==> src/rtl/edit_sequencer.sv <==
// Button front end for the EditTime datapath: debounces mode/inc, walks RUN->SEC->MIN->HOUR,
// and generates set/increment/commit pulses with auto-repeat and an inactivity timeout.
module edit_sequencer #(
  parameter int DEBOUNCE_CYCLES = 4,
  parameter int REPEAT_DELAY    = 16,
  parameter int REPEAT_PERIOD   = 4,
  parameter int TIMEOUT_CYCLES  = 64
) (
  input  logic       clk,
  input  logic       reset,
  input  logic       btn_mode,
  input  logic       btn_inc,
  output logic       set,
  output logic [1:0] select,
  output logic       increment,
  output logic       editing,
  output logic       commit
);
  localparam int DW = $clog2(DEBOUNCE_CYCLES + 1);
  localparam int RW = $clog2(REPEAT_DELAY + 1);
  localparam int TW = $clog2(TIMEOUT_CYCLES + 1);
  localparam logic [DW-1:0] DB_LAST   = DW'(DEBOUNCE_CYCLES - 1);
  localparam logic [RW-1:0] RP_LAST   = RW'(REPEAT_DELAY - 1);
  localparam logic [RW-1:0] RP_RELOAD = RW'(REPEAT_DELAY - REPEAT_PERIOD);
  localparam logic [TW-1:0] TO_LAST   = TW'(TIMEOUT_CYCLES - 1);

  typedef enum logic [1:0] {S_RUN = 2'd0, S_SEC = 2'd1, S_MIN = 2'd2, S_HOUR = 2'd3} state_t;

  // bit 0 = mode, bit 1 = inc
  logic [1:0]    raw;
  logic [1:0]    db_lvl;
  logic [1:0]    db_q;
  logic [1:0]    db_rise;
  logic [DW-1:0] db_cnt [2];

  assign raw = {btn_inc, btn_mode};

  always_ff @(posedge clk) begin
    if (reset) begin
      db_lvl  <= '0;
      db_q    <= '0;
      db_rise <= '0;
      for (int i = 0; i < 2; i++) db_cnt[i] <= '0;
    end else begin
      db_q    <= db_lvl;
      db_rise <= db_lvl & ~db_q;
      for (int i = 0; i < 2; i++) begin
        if (raw[i] != db_lvl[i]) begin
          if (db_cnt[i] == DB_LAST) begin
            db_lvl[i] <= raw[i];
            db_cnt[i] <= '0;
          end else begin
            db_cnt[i] <= db_cnt[i] + DW'(1);
          end
        end else begin
          db_cnt[i] <= '0;
        end
      end
    end
  end

  state_t        state;
  state_t        nxt_state;
  logic          mode_e;
  logic          inc_e;
  logic          inc_lvl;
  logic          rep_act;
  logic [RW-1:0] rep_cnt;
  logic [TW-1:0] to_cnt;

  assign mode_e    = db_rise[0];
  assign inc_e     = db_rise[1];
  assign inc_lvl   = db_lvl[1];
  assign nxt_state = state_t'(state + 2'd1);

  always_ff @(posedge clk) begin
    if (reset) begin
      state     <= S_RUN;
      select    <= 2'd0;
      editing   <= 1'b0;
      set       <= 1'b0;
      increment <= 1'b0;
      commit    <= 1'b0;
      rep_act   <= 1'b0;
      rep_cnt   <= '0;
      to_cnt    <= '0;
    end else begin
      set       <= 1'b0;
      increment <= 1'b0;
      commit    <= 1'b0;
      if (mode_e) begin
        // mode wins over a coincident inc edge or timeout
        state   <= nxt_state;
        select  <= nxt_state;
        editing <= (nxt_state != S_RUN);
        set     <= (state == S_RUN);
        commit  <= (state == S_HOUR);
        rep_act <= 1'b0;
        rep_cnt <= '0;
        to_cnt  <= '0;
      end else if (state == S_RUN) begin
        rep_act <= 1'b0;
        rep_cnt <= '0;
        to_cnt  <= '0;
      end else if (!inc_lvl && !inc_e && to_cnt == TO_LAST) begin
        state   <= S_RUN;
        select  <= 2'd0;
        editing <= 1'b0;
        commit  <= 1'b1;
        rep_act <= 1'b0;
        rep_cnt <= '0;
        to_cnt  <= '0;
      end else begin
        to_cnt <= (inc_lvl || inc_e) ? '0 : to_cnt + TW'(1);
        if (inc_e) begin
          increment <= 1'b1;
          rep_act   <= 1'b1;
          rep_cnt   <= '0;
        end else if (rep_act && inc_lvl) begin
          // after the first repeat, reload so later pulses come every REPEAT_PERIOD
          if (rep_cnt == RP_LAST) begin
            increment <= 1'b1;
            rep_cnt   <= RP_RELOAD;
          end else begin
            rep_cnt <= rep_cnt + RW'(1);
          end
        end else begin
          rep_act <= 1'b0;
          rep_cnt <= '0;
        end
      end
    end
  end

endmodule

==> config.mk <==
export PLATFORM = sky130hd
export DESIGN_NAME = edit_sequencer
export DESIGN_NICKNAME = d
export VERILOG_FILES = /design/src/rtl/edit_sequencer.sv
export SDC_FILE = /design/constraint.sdc
export NUM_CORES = 1
export LEC_CHECK = 0
export CORE_MARGIN = 4
export CORE_UTILIZATION = 45
export CTS_BUF_LIST = sky130_fd_sc_hd__clkbuf_16
export CTS_CLUSTER_SIZE = 20
export DETAILED_ROUTE_END_ITERATION = 10
export GPL_ROUTABILITY_DRIVEN = 0
export PLACE_DENSITY = 0.71
export REMOVE_ABC_BUFFERS = 1
export SLEW_MARGIN = 20
export SYNTH_ARGS = -nofsm -noshare
export SYNTH_HDL_FRONTEND = slang
export SYNTH_SLANG_ARGS = --single-unit
==> constraint.sdc <==
create_clock -name clk -period 4.7 [get_ports clk]
set_clock_uncertainty 0.15 [all_clocks]
set_input_delay 0.47 -clock clk [delete_from_list [all_inputs] [get_ports clk]]
set_output_delay 0.47 -clock clk [all_outputs]
set_load 0.01 [all_outputs]
# ---- Yosys cells after proc, flatten, opt, wreduce, memory -nomap -nowiden
# Memories as Yosys holds them, arrays and structs flattened.
# Cells that the tools add are included.
dict set report classes {
  addsub 5
  eq_ne 9
  muxes 45
  n_bitwise 10
  n_reduce_logical 17
}
# op n
set op_table {}
lappend op_table {{2-to-1 mux 1 bit} 35}
lappend op_table {{2-to-1 mux 3 bit} 6}
lappend op_table {{adder 7 x 1 -> 7 bit, second input constant} 1}
lappend op_table {{== test 7 x 6 -> 1 bit, second input constant} 1}
lappend op_table {{OR reduction 7 bit} 1}
lappend op_table {{adder 3 x 1 -> 3 bit, second input constant} 2}
lappend op_table {{== test 3 x 2 -> 1 bit, second input constant} 2}
lappend op_table {{2-to-1 mux 2 bit} 3}
lappend op_table {{bitwise OR 1 bit} 6}
lappend op_table {{AND reduction 2 bit} 3}
lappend op_table {{OR reduction 6 bit} 1}
lappend op_table {{adder 5 x 1 -> 5 bit, second input constant} 1}
lappend op_table {{== test 5 x 4 -> 1 bit, second input constant} 1}
lappend op_table {{OR reduction 5 bit} 1}
lappend op_table {{2-to-1 mux 4 bit} 1}
lappend op_table {{!= test 2 bit, second input constant} 2}
lappend op_table {{nonzero test 2 bit} 2}
lappend op_table {{OR reduction 4 bit} 1}
lappend op_table {{logical AND 1 bit} 3}
lappend op_table {{adder 2 x 1 -> 2 bit, second input constant} 1}
lappend op_table {{bitwise AND 2 bit} 1}
lappend op_table {{== test 2 bit, second input constant} 1}
lappend op_table {{logical NOT 1 bit} 2}
lappend op_table {{logical NOT 2 bit} 1}
lappend op_table {{5 further kinds} 7}
dict set report word_totals {
  register_bits 25
  ram_bits 6
  input_bits 4
  n_memories 1
}
# name words word_bits read_ports rd_ports_with_merged_regs wr line_no
set memory_table {}
lappend memory_table {db_cnt 2 3 2 0 2 34} ;# logic [DW-1:0] db_cnt [2];

# ---- Logic depth before layout (Yosys ltp)
# Gate-level depths: netlist (run 1).
# An unclocked memory read counts as a cell.
dict set report logic_depth {
  ltp_word 9
  mapped_depth 5
}

# ---- Least setup slack after synthesis (run 1)
# OpenSTA, ideal clock, no wires.
dict set report synth_timing {
  kind {flip-flop to flip-flop}
  from {register state[0]}
  to {register to_cnt[6]}
  setup_time_ns 0.058
  t_arrival_ns 1.380
  required_time_ns 4.492
  setup_slack_ns 3.112
  stages_incl_launch_ff 6
  n_path_buf 0
  synth_period_minus_slack_ns 1.588
  cell_sequence {dfxtp_1 > inv_1 > ha_1 > or3_4 > nor3_4 > o211a_1}
}
dict set report synth_via {
  elab_chain_cells 2
}
# element line_no
set synth_rtl {}
lappend synth_rtl {{start, declared} 62} ;# state_t state;
lappend synth_rtl {{start signal, assigned} 93} ;# state <= nxt_state;
lappend synth_rtl {{logical NOT 2 bit} 101} ;# end else if (state == S_RUN) begin
lappend synth_rtl {{OR reduction 5 bit (no source line)} -}
lappend synth_rtl {{end signal, assigned} 114} ;# to_cnt <= (inc_lvl || inc_e) ? '0 : to_cnt + TW'(1);
lappend synth_rtl {{end, declared} 69} ;# logic [TW-1:0] to_cnt;
# Every way passes these cells.
# A chain may end at the register's enable or synchronous reset.

# ---- Worst setup path after layout (run 1)
dict set report layout_timing {
  from {input port reset}
  to {register to_cnt[6]}
}
dict set report layout_via {
  elab_chain_cells 1
}
# element line_no
set layout_rtl {}
lappend layout_rtl {{start, declared} 10} ;# input logic reset,
lappend layout_rtl {{OR reduction 5 bit (no source line)} -}
# Every way passes these cells.

==> reports/qor.yml, run 1 <==
outcome:
  status: "finished, final reports clean"
floorplan:
  dieArea_um2: 3832
  die_w_um: 61.91
  start_util_pct: 47.41
  coreArea_um2: 2758
  ios: 10
  num_rows: 19
  die_h_um: 61.91
global_route:
  grt_pass1_vias: 833
  grt_pass1_wl_mm: 3.519
  grt_max_degree: 14
  antenna_found_initial: 0
  overflow: 0
  track_usage_pct: 13.51
routing:
  wl_per_cell_um: 12.18
  wirelength_mm: 2.119
  vias: 888
  firstDrtPassIters: 4
  viasPerCell: 5.103
  drt_iter0_markers: 20
  antenna_left: 0
  drc: 0
synth:
  synthTopCellsByCount: "dfxtp_1 (25), nor2_1 (18), inv_1 (10), ha_1 (9), edfxtp_1 (6)"
  ys_top_cells_by_area: "dfxtp_1 (38%), edfxtp_1 (14%), ha_1 (8.6%)"
  synthArstFlopShare_pct: 0
  synth-seq-cells: 31
  synthesis.area_um2: 1308
  yosysMostFrequentCell: "dfxtp_1"
  ys_seq_area_share_pct: 52.06
  synth_flop_cell: "dfxtp_1"
  yosysTopAreaCell: "dfxtp_1"
  synthCells: 124
  ys_types: 36
  synth-edff-count: 6
  yosysTopAreaCellShare_pct: 38.28
  syn_area_per_cell_um2: 10.54
  yosys_warnings: 0
clock_tree:
  cts_buffer_depth: 2
  numCtsBuffers: 5
  clk_latency_ns: 0.27
  cts_tree: "built"
  clockRootBuffer: "clkbuf_16"
  clk_pin_slew_ns: 0.05
  h-tree-depth: 2
  hold_buffers: 0
  cts.sinks: 31
  cts_setup_buffers: 0
  postCtsResizedCells: 0
worst_hold_path:
  whs_path_depth: 1
  worstHoldStart: "db_q[1]"
  hold_class: "reg -> reg"
  min_to: "db_rise[1]"
critical_path:
  path_max_fanout: 13
  ff2ff_setup_slack_ns: 2.99
  cpPeakStageDelay_ns: 0.66
  path_class: "in -> reg"
  worstReg2RegStart: "db_cnt[0][0]"
  worst_ep_required_time_ns: 4.77
  cp-start-kind: "primary input"
  cp_top_family: "buffers and inverters"
  critPathCaptureType: "flip-flop"
  worstPathCellList: "clkdlybuf4s50_1 > or3_4 > nor3_4 > o211a_1"
  cp_slowest_cell: "clkdlybuf4s50_1"
  r2r_cells: 4
  crit_arrival_ns: 1.94
  r2r-end: "db_cnt[0][0]"
  path_buf_inv: 1
timing:
  tightestPinTransition_ns: 0.5058
  period_needed_ns: 1.875
  setup_tns_ns: 0
  max_freq_mhz: 533.2
  maxSlewViolCount: 0
  slew_headroom_pct: 66.17
  setup_viol: 0
  rsz0062_at_grt: "no"
  hold_violations: 0
  finalCritPeriodShare_pct: 39.90
final_layout:
  layout-drive-gt1-share_pct: 6.993
  layoutNonFillerInstCount: 174
  fin_nets: 155
  areaGrowthSynthToFinish_pct: 19.90
  diodes: 0
pwr:
  power_per_cell_area_nw_per_um2: 397.1
  p_leak_nw: 0.6022
  peakVddDrop_v: 0.0003234
placement:
  port_buffers: 9
  hpwlAfterDp_mm: 1.484
  place_inst: 166
flow_run:
  maxCapViolCount: 0
## state kept, by name, summed over array words and instances (netlist names)
register and count:
editing 1, commit 1, db_cnt 6, increment 1, to_cnt 7, state 2, rep_act 1, db_rise 2
set 1, db_lvl 2, rep_cnt 5, db_q 2
## cells by family after synthesis
group,after synthesis,synth area share (%)
flip-flops,31,52.06
XOR/XNOR,8,5.359
buffers and inverters,13,4.689
AO/OA/AOI/OAI,13,6.891
adder cells (fa/ha/maj),9,8.613
AND/OR/NAND/NOR,46,19.71
multiplexers,3,2.392
other,1,0.2868
## placed cells by master, fill, tap and decap left out, drive strengths merged
master         synthesis  layout
a21o                   1       1
a21oi                  4       4
a311oi                 1       1
a31oi                  1       1
a32o                   1       1
and3                   2       2
clkbuf                 0       5
clkdlybuf4s50          0       9
clkinv                 0       2
conb                   1       6
dfxtp                 25      25
edfxtp                 6       6
ha                     9       9
inv                   10      11
mux2                   1       1
mux2i                  2       2
nand2                  5       5
nand3                  3       3
nand3b                 3       3
nand4b                 1       1
nor2                  18      18
nor2b                  4       4
nor3                   4       4
nor3b                  1       1
nor4                   1       1
o211a                  1       1
o211ai                 1       1
o21ai                  1       1
o22ai                  1       1
o41ai                  1       1
or3                    4       4
xnor2                  5       5
xor2                   3       3
## worst max path at each step
stage | slack (ns) | endpoint | startpoint | cells after the start
6_report | 2.82 | to_cnt[6] | reset | 4
5_1_grt | 2.67 | rep_cnt[1] | reset | 4
4_1_cts | 2.80 | rep_cnt[1] | reset | 4
3_5_place_dp | 2.53 | rep_cnt[1] | reset | 4
3_3_place_gp | 2.60 | to_cnt[6] | reset | 4
2_1_floorplan | 3.11 | to_cnt[6] | state[0] | 5
## where the power goes
group          total [mW]  internal [mW]  switching (mW)  leakage [nW]
clock               0.290          0.189           0.101        0.0701
combinational      0.0444         0.0220          0.0223         0.269
sequential          0.288          0.281         0.00691         0.263
total               0.623          0.493           0.130         0.602
## per-layer routing
metal  global-route usage, %  up-vias  share of wire [%]
met5                       0        -                  0
met1                   14.25      407                 45
met3                   8.264        5                4.9
li1                        -      458                  -
met4                   7.576        0                2.2
met2                   20.78       18                 48
## cell type report
class	instances	area, µm²
Clock inverter	3	11.26
Sequential cell	31	680.7
Inverter	10	37.54
Clock buffer	5	125.1
Fill cell	238	1190
Timing Repair Buffer	9	90.09
Multi-Input combinational cell	85	584.3
Tap cell	31	38.79
## per-stage QoR
stage	hold WS [ns]	util (%)	instance area, µm²	setup slack [ns]	power (mW)
after floorplan	0.2174	-	1303	3.112	0.3189
after global routing	0.2443	56.85	1568	2.668	0.6534
after global placement	0.2251	51.91	1431	2.597	0.3343
final	0.2383	56.85	1568	2.825	0.6226
after CTS	0.2432	56.85	1568	2.803	0.6296
after detailed placement	0.2315	51.91	1431	2.529	0.3367
Note: power is estimated with default switching activity, not from simulation.
==> run 2: changes to the inputs <==
==> constraint.sdc (replaced) <==
create_clock -name clk -period 1.8 [get_ports clk]
set_clock_uncertainty 0.15 [all_clocks]
set_input_delay 0.18 -clock clk [delete_from_list [all_inputs] [get_ports clk]]
set_output_delay 0.18 -clock clk [all_outputs]
set_load 0.01 [all_outputs]
==> reports/qor.yml, run 2 (same netlist as run 1, synthesis figures left out) <==
outcome:
  status: "finished, final reports clean"
critical_path:
  r2r_cells: 4  # unchanged
  r2r-end: "db_cnt[0][0]"
  path_class: "reg -> reg"
  ff2ff_setup_slack_ns: 0.17  # -2.82 ns
  path_max_fanout: 3  # -10
  cp-start-kind: "flip-flop"
  critPathCaptureType: "flip-flop"
  worstReg2RegStart: "db_cnt[0][0]"
  crit_arrival_ns: 1.60  # -0.34 ns
  worst_ep_required_time_ns: 1.77  # -3.00 ns
final_layout:
  top_regs: "to_cnt: 7 flops, db_cnt: 6 flops, rep_cnt: 5 flops"
  mostFrequentLayoutCells: "dfxtp_1 (24), nor2_1 (18), inv_1 (11), ha_1 (9), clkdlybuf4s50_1 (9)"
  largest_register_ffs: 7  # unchanged
  final_common_cell: "dfxtp_1"
  utilization_pct: 57.71  # +0.86 points
  diodes: 0  # unchanged
  regMostFlops: "to_cnt"
  final_area_um2: 1592  # +1.5%
  layoutNonFillerInstCount: 177  # +1.7%
  layout-drive-gt1-share_pct: 9.589  # +2.6 points
  areaGrowthSynthToFinish_pct: 21.72
  fin_nets: 158  # +1.9%
clock_tree:
  numCtsBuffers: 5  # unchanged
  cts_tree: "built"
  cts.sinks: 31  # unchanged
  cts_buffer_depth: 2  # unchanged
  clk_latency_ns: 0.27  # about the same
  h-tree-depth: 2  # unchanged
  clockRootBuffer: "clkbuf_16"
  cts_setup_buffers: 0  # unchanged
  clk_pin_slew_ns: 0.05  # about the same
routing:
  drc: 0  # unchanged
  wl_per_cell_um: 11.80  # -3.1%
  wirelength_mm: 2.089  # -1.4%
  vias: 869  # -2.1%
  viasPerCell: 4.910  # -3.8%
  antenna_left: 0  # unchanged
  firstDrtPassIters: 4  # unchanged
  drt_iter0_markers: 30  # +50%
floorplan:
  num_rows: 19  # unchanged
  coreArea_um2: 2758  # unchanged
  die_h_um: 61.91  # unchanged
  dieArea_um2: 3832  # unchanged
  start_util_pct: 47.41  # unchanged
  die_w_um: 61.91  # unchanged
  ios: 10  # unchanged
global_route:
  track_usage_pct: 14.14  # +0.63 points
  grt_max_degree: 11  # -3
  grt_pass1_vias: 859  # +3.1%
  overflow: 0  # unchanged
  grt_pass1_wl_mm: 3.815  # +8.4%
  antenna_found_initial: 0  # unchanged
placement:
  port_buffers: 9  # unchanged
  pre_cts_ws_ns: 0.06383  # -2.466 ns
  hpwlAfterDp_mm: 1.551  # +4.5%
  postPlaceCellArea_um2: 1454  # +1.6%
  place_inst: 169  # +1.8%
timing:
  setup_slack_ns: 0.1721  # -2.652 ns
  period_needed_ns: 1.628
  setup_viol: 0  # unchanged
  max_freq_mhz: 614.3
  hold-worst-slack_ns: 0.2313  # -0.006964 ns
  finalCritPeriodShare_pct: 90.44
  hold_violations: 0  # unchanged
  setup_tns_ns: 0  # unchanged
  maxSlewViolCount: 0  # unchanged
  rsz0062_at_grt: "no"
worst_hold_path:
  hold_class: "reg -> reg"
  whs_path_depth: 1  # unchanged
  worstHoldStart: "db_q[0]"
  min_to: "db_rise[0]"
pwr:
  p_leak_nw: 0.6165  # +2.4%
  peakVddDrop_v: 0.0008256  # +160%
  p_total_mw: 1.632  # +160%
  power_per_cell_area_nw_per_um2: 1026  # +160%
flow_run:
  maxCapViolCount: 0  # unchanged
[run 2: routing by layer]
layer	up-vias	wire (µm)	GRT usage [%]
li1	462	-	-
met1	389	996	17.54
met2	13	974	21.23
met3	5	65	3.719
met4	0	53	10.00
met5	-	0	0
[run 2: layout make-up]
type,instances,area (µm²)
Clock buffer,5,125.1
Clock inverter,3,11.26
Fill cell,244,1166
Inverter,10,37.54
Multi-Input combinational cell,85,584.3
Sequential cell,31,681.9
Tap cell,31,38.79
Timing Repair Buffer,12,112.6
[run 2: what timing repair did]
item / CTS / global route
gates resized for setup: 0 / 1
endpoints found under the setup margin: 0 / 4
hold buffers: 0 / 0
[run 2: report_power, final]
group | total [mW] | switching [mW] | leakage (nW) | internal, mW
Combinational | 0.121 | 0.0606 | 0.282 | 0.0600
Clock | 0.760 | 0.265 | 0.0701 | 0.495
Sequential | 0.751 | 0.0175 | 0.264 | 0.734
[run 2: worst max-delay path by stage]
stage / start / to / slack [ns] / cells past startpoint
final: db_cnt[0][0] / db_cnt[0][0] / 0.17 / 4
after detailed placement: reset / db_cnt[0][0] / 0.06 / 4
after global placement: reset / db_cnt[0][0] / 0.15 / 4
after CTS: state[0] / rep_cnt[1] / 0.09 / 5
after global routing: state[1] / rep_cnt[1] / 0.05 / 5
after floorplan: state[0] / to_cnt[6] / 0.21 / 5
[run 2: worst max-delay path, cell delays in order (launching register included)]
cell and delay, ns:
edfxtp_1 0.40, ha_1 0.22, ha_1 0.21, or3_1 0.39, nor2_1 0.12
